==> config.mk <==
export PLATFORM = sky130hd
export DESIGN_NAME = calc_result_display
export DESIGN_NICKNAME = d
export VERILOG_FILES = /design/src/rtl/calc_result_display.sv
export SDC_FILE = /design/constraint.sdc
export NUM_CORES = 1
export LEC_CHECK = 0
export BUFFER_PORTS_ARGS = -buffer_cell sky130_fd_sc_hd__buf_2
export CORE_UTILIZATION = 45
export CTS_BUF_LIST = sky130_fd_sc_hd__clkbuf_4 sky130_fd_sc_hd__clkbuf_8
export DETAILED_ROUTE_END_ITERATION = 12
export HOLD_SLACK_MARGIN = 0.06
export PLACE_DENSITY = 0.69
export SLEW_MARGIN = 10
export SYNTH_ARGS = -nofsm -noshare
export SYNTH_HDL_FRONTEND = slang
export SYNTH_SLANG_ARGS = --single-unit
==> constraint.sdc <==
create_clock -name Clk -period 6.85 [get_ports Clk]
set_input_delay 0.685 -clock Clk [delete_from_list [all_inputs] [get_ports Clk]]
set_output_delay 0.685 -clock Clk [all_outputs]
set_load 0.005 [all_outputs]
==> src/rtl/calc_result_display.sv <==
`default_nettype none
// ============================================================================
//  Module      : calc_result_display
//  Description : Display stage for the calculator. Captures a 16-bit result
//                and overflow flag, converts the value to five BCD digits with
//                an iterative double-dabble engine (16 steps), and drives an
//                8-digit multiplexed active-low seven-segment display with
//                leading-zero blanking and an 'F' overflow indicator.
//  Revision    : 1.0  initial release
// ============================================================================
module calc_result_display #(
  parameter int SCAN_BITS = 18
) (
  input  logic        Clk,
  input  logic        Reset,
  input  logic [15:0] Value,
  input  logic        Flag,
  input  logic        Load,
  output logic        Busy,
  output logic [19:0] BcdOut,
  output logic [7:0]  An,
  output logic [6:0]  Ssd,
  output logic        Dp
);

  localparam logic [0:0] S_IDLE    = 1'b0;
  localparam logic [0:0] S_CONVERT = 1'b1;

  localparam logic [6:0] c_SEG_BLANK = 7'h7F;
  localparam logic [6:0] c_SEG_F     = 7'b0111000;

  logic [0:0]           r_state;
  logic [0:0]           w_next_state;
  logic                 w_start;
  logic                 w_step;
  logic                 w_done;

  logic [15:0]          r_bin;
  logic [19:0]          r_work;
  logic [3:0]           r_cnt;
  logic                 r_flag;
  logic                 r_busy;
  logic [19:0]          w_adj;
  logic [35:0]          w_shift;

  logic [SCAN_BITS-1:0] r_scan;
  logic [2:0]           w_sel;
  logic [4:0]           w_nz;
  logic [3:0]           w_digit;
  logic [7:0]           w_an;
  logic [6:0]           w_ssd;

  // Segment pattern for one BCD digit; codes 10..14 never occur and show blank.
  function automatic logic [6:0] seg7(input logic [3:0] d);
    logic [6:0] s;
    case (d)
      4'd0:    s = 7'b0000001;
      4'd1:    s = 7'b1001111;
      4'd2:    s = 7'b0010010;
      4'd3:    s = 7'b0000110;
      4'd4:    s = 7'b1001100;
      4'd5:    s = 7'b0100100;
      4'd6:    s = 7'b0100000;
      4'd7:    s = 7'b0001111;
      4'd8:    s = 7'b0000000;
      4'd9:    s = 7'b0000100;
      4'd15:   s = c_SEG_F;
      default: s = c_SEG_BLANK;
    endcase
    return s;
  endfunction

  // FSM state register; reset aborts any conversion in flight.
  always_ff @(posedge Clk or posedge Reset) begin
    if (Reset) r_state <= S_IDLE;
    else       r_state <= w_next_state;
  end

  // FSM next state: accept Load only from IDLE, return after the 16th step.
  always_comb begin
    w_next_state = r_state;
    case (r_state)
      S_IDLE:    if (Load)                  w_next_state = S_CONVERT;
      S_CONVERT: if (r_cnt == 4'd15)        w_next_state = S_IDLE;
      default:                              w_next_state = S_IDLE;
    endcase
  end

  // FSM outputs: datapath controls decoded from the current state.
  always_comb begin
    w_start = (r_state == S_IDLE) && Load;
    w_step  = (r_state == S_CONVERT);
    w_done  = w_step && (r_cnt == 4'd15);
  end

  // Add-3 correction on every BCD nibble >= 5, then shift {work,bin} left.
  always_comb begin
    w_adj = r_work;
    for (int k = 0; k < 5; k++) begin
      if (r_work[4*k +: 4] >= 4'd5) w_adj[4*k +: 4] = r_work[4*k +: 4] + 4'd3;
    end
    w_shift = {w_adj[18:0], r_bin, 1'b0};
  end

  // Conversion datapath; Busy is registered so it covers edges t+1..t+15 only.
  always_ff @(posedge Clk or posedge Reset) begin
    if (Reset) begin
      r_bin  <= '0;
      r_work <= '0;
      r_cnt  <= '0;
      r_flag <= 1'b0;
      r_busy <= 1'b0;
      BcdOut <= '0;
    end else begin
      r_busy <= w_step && !w_done;
      if (w_start) begin
        r_bin  <= Value;
        r_flag <= Flag;
        r_work <= '0;
        r_cnt  <= '0;
      end else if (w_step) begin
        r_work <= w_shift[35:16];
        r_bin  <= w_shift[15:0];
        r_cnt  <= r_cnt + 4'd1;
        if (w_done) BcdOut <= w_shift[35:16];
      end
    end
  end

  assign Busy = r_busy;
  assign Dp   = 1'b1;

  // Digit slot decode with leading-zero blanking from committed data only.
  always_comb begin
    w_sel   = r_scan[SCAN_BITS-1 -: 3];
    w_nz[4] = |BcdOut[19:16];
    for (int k = 3; k >= 0; k--) begin
      w_nz[k] = w_nz[k+1] | (|BcdOut[4*k +: 4]);
    end
    w_digit = 4'd0;
    w_an    = 8'hFF;
    w_ssd   = c_SEG_BLANK;
    if (w_sel <= 3'd4) begin
      w_digit = BcdOut[4*w_sel +: 4];
      if ((w_sel == 3'd0) || w_nz[w_sel]) begin
        w_an  = ~(8'd1 << w_sel);
        w_ssd = seg7(w_digit);
      end
    end else if ((w_sel == 3'd7) && r_flag) begin
      w_an  = 8'h7F;
      w_ssd = c_SEG_F;
    end
  end

  // Free-running scan counter and registered, glitch-free display drivers.
  always_ff @(posedge Clk or posedge Reset) begin
    if (Reset) begin
      r_scan <= '0;
      An     <= 8'hFE;
      Ssd    <= 7'b0000001;
    end else begin
      r_scan <= r_scan + SCAN_BITS'(1);
      An     <= w_an;
      Ssd    <= w_ssd;
    end
  end

endmodule
`default_nettype wire

* Yosys cells after proc, flatten, opt, wreduce, memory -nomap -nowiden
Memory sizes are Yosys's and may differ from the RTL's.
Index checks and enable logic that the tools add are counted.
** Storage, ports and cells
- Input port bits :: 20
- Output and inout port bits :: 37
- ROM bits :: 112
- Memories :: 1
- Logic and storage cells :: 72
- Bits in registers :: 96
** Memory list
- (no name shown) :: words 16, width 7, read ports 1, clocked after Yosys merged registers in 0, wr ports 0, line 56 : case (d)
** Operators by class
- Equal/unequal tests :: 2
- Order comparisons :: 7
- Reductions and logical operators :: 14
- $add $sub $neg :: 7
- Shift-type cells :: 2
- Muxes and demuxes :: 22
- Bitwise operators :: 7
** Operator list (count)
- two-way mux 20 bit :: 2
- two-way mux 16 bit :: 2
- two-way mux 4 bit :: 6
- two-way mux 8 bit :: 3
- two-way mux 7 bit :: 3
- >= comparator 4 x 3 -> 1 bit, second input constant :: 5
- OR reduction 4 bit :: 5
- indexed part select 20 x 6 -> 4 bit :: 1
- adder 18 x 1 -> 18 bit, second input constant :: 1
- adder 4 x 2 -> 4 bit, second input constant :: 4
- inverter 8 bit :: 1
- << shifter 1 x 3 -> 8 bit, first input constant :: 1
- adder 4 x 1 -> 4 bit, second input constant :: 1
- == test 4 bit, second input constant :: 1
- logical AND 1 bit :: 4
- less-than comparator 3 x 4 -> 1 bit, second input constant :: 1
- bitwise OR 1 bit :: 4
- adder 3 x 2 -> 3 bit, second input constant :: 1
- binary-select mux 1 bit (select 3 bit) :: 1
- == test 3 bit, second input constant :: 1
- less-or-equal comparator 3 bit, second input constant :: 1
- logical NOT 3 bit :: 1
- two-way mux 1 bit :: 3
- two-way mux 3 bit :: 1
- other kinds (6) :: 7

* Longest topological paths before layout
- Word-level depth :: 10
- Mapped depth :: 11
- Depth with buffers taken out :: 9

* Worst setup path before layout
No wires, ideal clock.
- Path kind :: reg-to-reg
- Start point :: reg r_scan[15]
- End point :: reg Ssd[1]
- Period minus slack after synthesis :: 2.123 ns
- Arrival time :: 2.058 ns
- Data required time :: 6.785 ns
- Slack :: 4.727 ns
- Setup time :: 0.065 ns
- Path buffers :: 2
- Cell stages (with the launch flop) :: 11
- Path through :: dfrtp_1 > buf_6 > buf_6 > mux2_1 > a221oi_2 > inv_1 > ha_1 > inv_1 > o21ai_1 > o21ai_2 > o21a_1
** Between the ends
- Cells in the longest elaborated chain, start to end :: 5
- Elaborated cells between the ends (all ways) :: 12
- Classes of those cells :: order compare (1); eq/ne (1); shift (1); mux (5); reduce/logical (3); memory (1)
** Ends and longest elaborated chain
- start: declaration :: line 46 : logic [SCAN_BITS-1:0] r_scan;
- start signal: assignment :: line 162 : r_scan <= r_scan + SCAN_BITS'(1);
- parallel branches: the longest is 4 deep, another holds memory read (16 x 7 bit)
- two-way mux 7 bit (*) :: line 143 : if (w_sel <= 3'd4) begin
- via w_ssd[1] :: line 51 : logic [6:0] w_ssd;
- end signal: assignment :: line 164 : Ssd <= w_ssd;
- end: declaration :: line 22 : output logic [6:0] Ssd,
Mark *: on every way through the listed nets, which the timed path passes. The select of a mux whose other input is x is not followed.
A chain may end at the register's enable or synchronous reset.

* Worst setup path in the final report
Same ends and word-level chain as after synthesis.

==> run_results.csv <==
group,metric,value,unit
floorplan,start_util,46.8,%
worst_setup_path,path_class,"flip-flop to flip-flop",
logic_synthesis,async_flop_share,100,%
global_route,globalRoute.totalOverflow,0,
clocking,postCtsSetupBuffers,0,
logic_synthesis,synth_top_area_share,47.9,%
pwr,combPwrFrac,35.2,%
floorplan,die_y,103,microns
route,dr.pass1.iters,4,
logic_synthesis,synth_cell_types,50,
floorplan,row_count,36,
route,avgRoutedWirePerCell,14.0,microns
placement,dp.final_hpwl,6250,microns
logic_synthesis,synth_area_leaders,"dfrtp_1 (48%), o21ai_0 (6.3%), nand2_1 (5.3%)",
clocking,clockRootBuffer,"clkbuf_8",
global_route,antenna_found_initial,0,
sta,drv_slew,0,
global_route,grt_pass1_wl,15000,microns
sta,skew,12.0,ps
route,route.antenna.remaining_nets,0,
pwr,internal_power,0.00123,W
clocking,clock_sinks,96,
global_route,grt_max_degree,69,
placement,portBuffers,55,
sta,fin_hold_ws,312,ps
pwr,p_seq_share,46.0,%
route,drt_wl_total,8810,microns
sta,setup_viol,0,
placement,dp_cells,614,
pwr,power_density,381,nW/um^2
layout,areaGrowthSynthToFinish,12.1,%
clocking,cts_resized,0,
clocking,holdBufCountCts,0,
logic_synthesis,yosysSeqAreaShare,52.5,%
pwr,leakagePower,2.43,nW
layout,diodes,0,
placement,gp_congestion,0.839,
layout,final_layout_size_suffix_gt1_share,20.5,%
layout,mostFrequentLayoutCell,"dfrtp_1",
clocking,clockBufferDepth,2,
route,viasPerCell,5.12,
pwr,vdd_drop_max,202,uV
global_route,grt_pass1_vias,3109,
logic_synthesis,yosysTopAreaCell,"dfrtp_1",
sta,period_share,37.0,%
sta,rsz0062_at_grt,"no",
worst_setup_path,end_kind,"flip-flop",
logic_synthesis,avgSynthCellArea,10.4,sq um
clocking,clk_latency,360,ps
pwr,swShare,37.5,%
clocking,path_clk_slew,100,ps
logic_synthesis,synth_area,4600,sq um
layout,most-common-layout-cells,"dfrtp_1 (88), nand2_1 (65), o21ai_0 (58)",
min_path,min_path_type,"input port to async pin",
layout,finalNonFillerCells,630,
worst_setup_path,required,7150,ps
floorplan,core_area,9820,sq um
route,vias,3224,
sta,fmaxAchievable,394,MHz
sta,fin_crit,2540,ps
logic_synthesis,ys_seq_elements,96,
pwr,pwr-share-clk,18.8,%
clocking,cts.htree.levels,3,
pwr,p_sw,0.000737,W
worst_setup_path,critPathLaunchType,"flip-flop",
logic_synthesis,synth_edf_count,0,
logic_synthesis,synth-warning-count,0,
logic_synthesis,netlist_instances,441,
clocking,cts_buffers,9,
global_route,grt_util_all_layers,18.3,%
sta,slew_headroom,34.0,%
flow_run,max-cap-violations,0,
floorplan,ios,57,
route,drt_iter0_drc,115,
worst_setup_path,crit_arrival,2840,ps
sta,max_slew.worst_pin.slew,991,ps
floorplan,dieWidth,103,microns
layout,nNetsFinal,531,
worst_setup_path,crit_fanout,16,
floorplan,die_area,10600,sq um
route,post-route-drc-count,0,
logic_synthesis,synthFlopType,"dfrtp_1",
sta,final.setup.tns,0,ps
outcome,outcome,"completed",
clocking,cts_tree,"built",
sta,hold_violations,0,
-- final timing paths --
kind | start | endpoint | slack, ps | cells after the start
hold reg to reg | r_scan[4] | r_scan[4] | 470 | 1
hold / removal | Reset | r_scan[4] | 310 | 2
min in group Clk | r_scan[4] | r_scan[4] | 470 | 1
setup / recovery | r_scan[15] | Ssd[1] | 4310 | 8
setup reg to reg | r_scan[15] | Ssd[1] | 4310 | 8
max in group asynchronous | Reset | r_work[18] | 5320 | 3
-- Yosys cell counts (2+ instances only) --
cell and count:
dfrtp_1 88, nand2_1 65, o21ai_0 58, mux2i_1 24, a21oi_1 19, ha_1 19
xnor2_1 18, nor2_1 17, inv_1 16, clkbuf_1 13, nand3_1 10, dfstp_2 8
mux2_2 8, nor3b_1 8, nand2b_1 7, nand4_1 5, xor2_1 5, nor4_1 4
o21ai_1 4, a221oi_2 3, a22o_1 3, and3_1 3, buf_6 3, o21a_1 3
buf_2 2, buf_4 2, nor2b_1 2, or3_1 2
-- critical path, cell delays in order (launching register included) --
cell	delay (ps)
dfrtp_1	730
mux2_1	410
a221oi_2	480
inv_1	170
ha_1	240
inv_1	60
o21ai_1	70
o21ai_2	180
o21a_1	150
-- per-layer routing --
layer,part of all wire [%],vias up,global-route usage [%]
li1,-,1609,-
met1,50,1544,25.9
met2,46,58,28.2
met3,3.2,13,3.19
met4,1.4,0,6.61
met5,0,-,0
-- cell families after synthesis --
family,after synthesis,share of synthesized area (%)
compound gates,98,12.4
simple gates,134,14.3
flops,96,52.5
mux,33,7.43
fa+ha+maj,19,5.17
xor+xnor,23,4.38
buf+inv,37,3.73
other cells,1,0.0816
-- metrics by stage --
step	power [W]	area [sq um]	worst slack [ps]	util (%)
finish	0.00196	5160	4310	52.5
floorplan	0.00138	4610	3670	-
global route	0.00214	5160	4030	52.5
global placement	0.00157	4960	4440	50.5
detailed placement	0.00161	4960	4340	50.5
CTS	0.00198	5160	4330	52.5
-- sequential cells by signal (all words and copies together) (netlist names) --
signal / cells
r_bin: 16
r_flag: 1
An: 8
r_state: 1
r_work: 20
Busy: 1
BcdOut: 20
Ssd: 7
r_scan: 18
r_cnt: 4
-- power groups by stage --
stage	Combinational [W]	Sequential, W	Clock [W]
4_1_cts	0.000699	0.000905	0.000379
3_3_place_gp	0.000661	0.000910	0
5_1_grt	0.000796	0.000933	0.000407
2_1_floorplan	0.000517	0.000865	0
6_report	0.000691	0.000903	0.000370
3_5_place_dp	0.000696	0.000914	0
-- layout make-up --
cell class,count,area (sq um)
tap,133,166
sequential,96,2410
timing repair buffer,58,298
fill,919,4660
inverter,17,65.1
clock buffer,10,131
clock inverter,6,61.3
multi-input combinational,310,2020
Power figures use the tool's default switching activity.
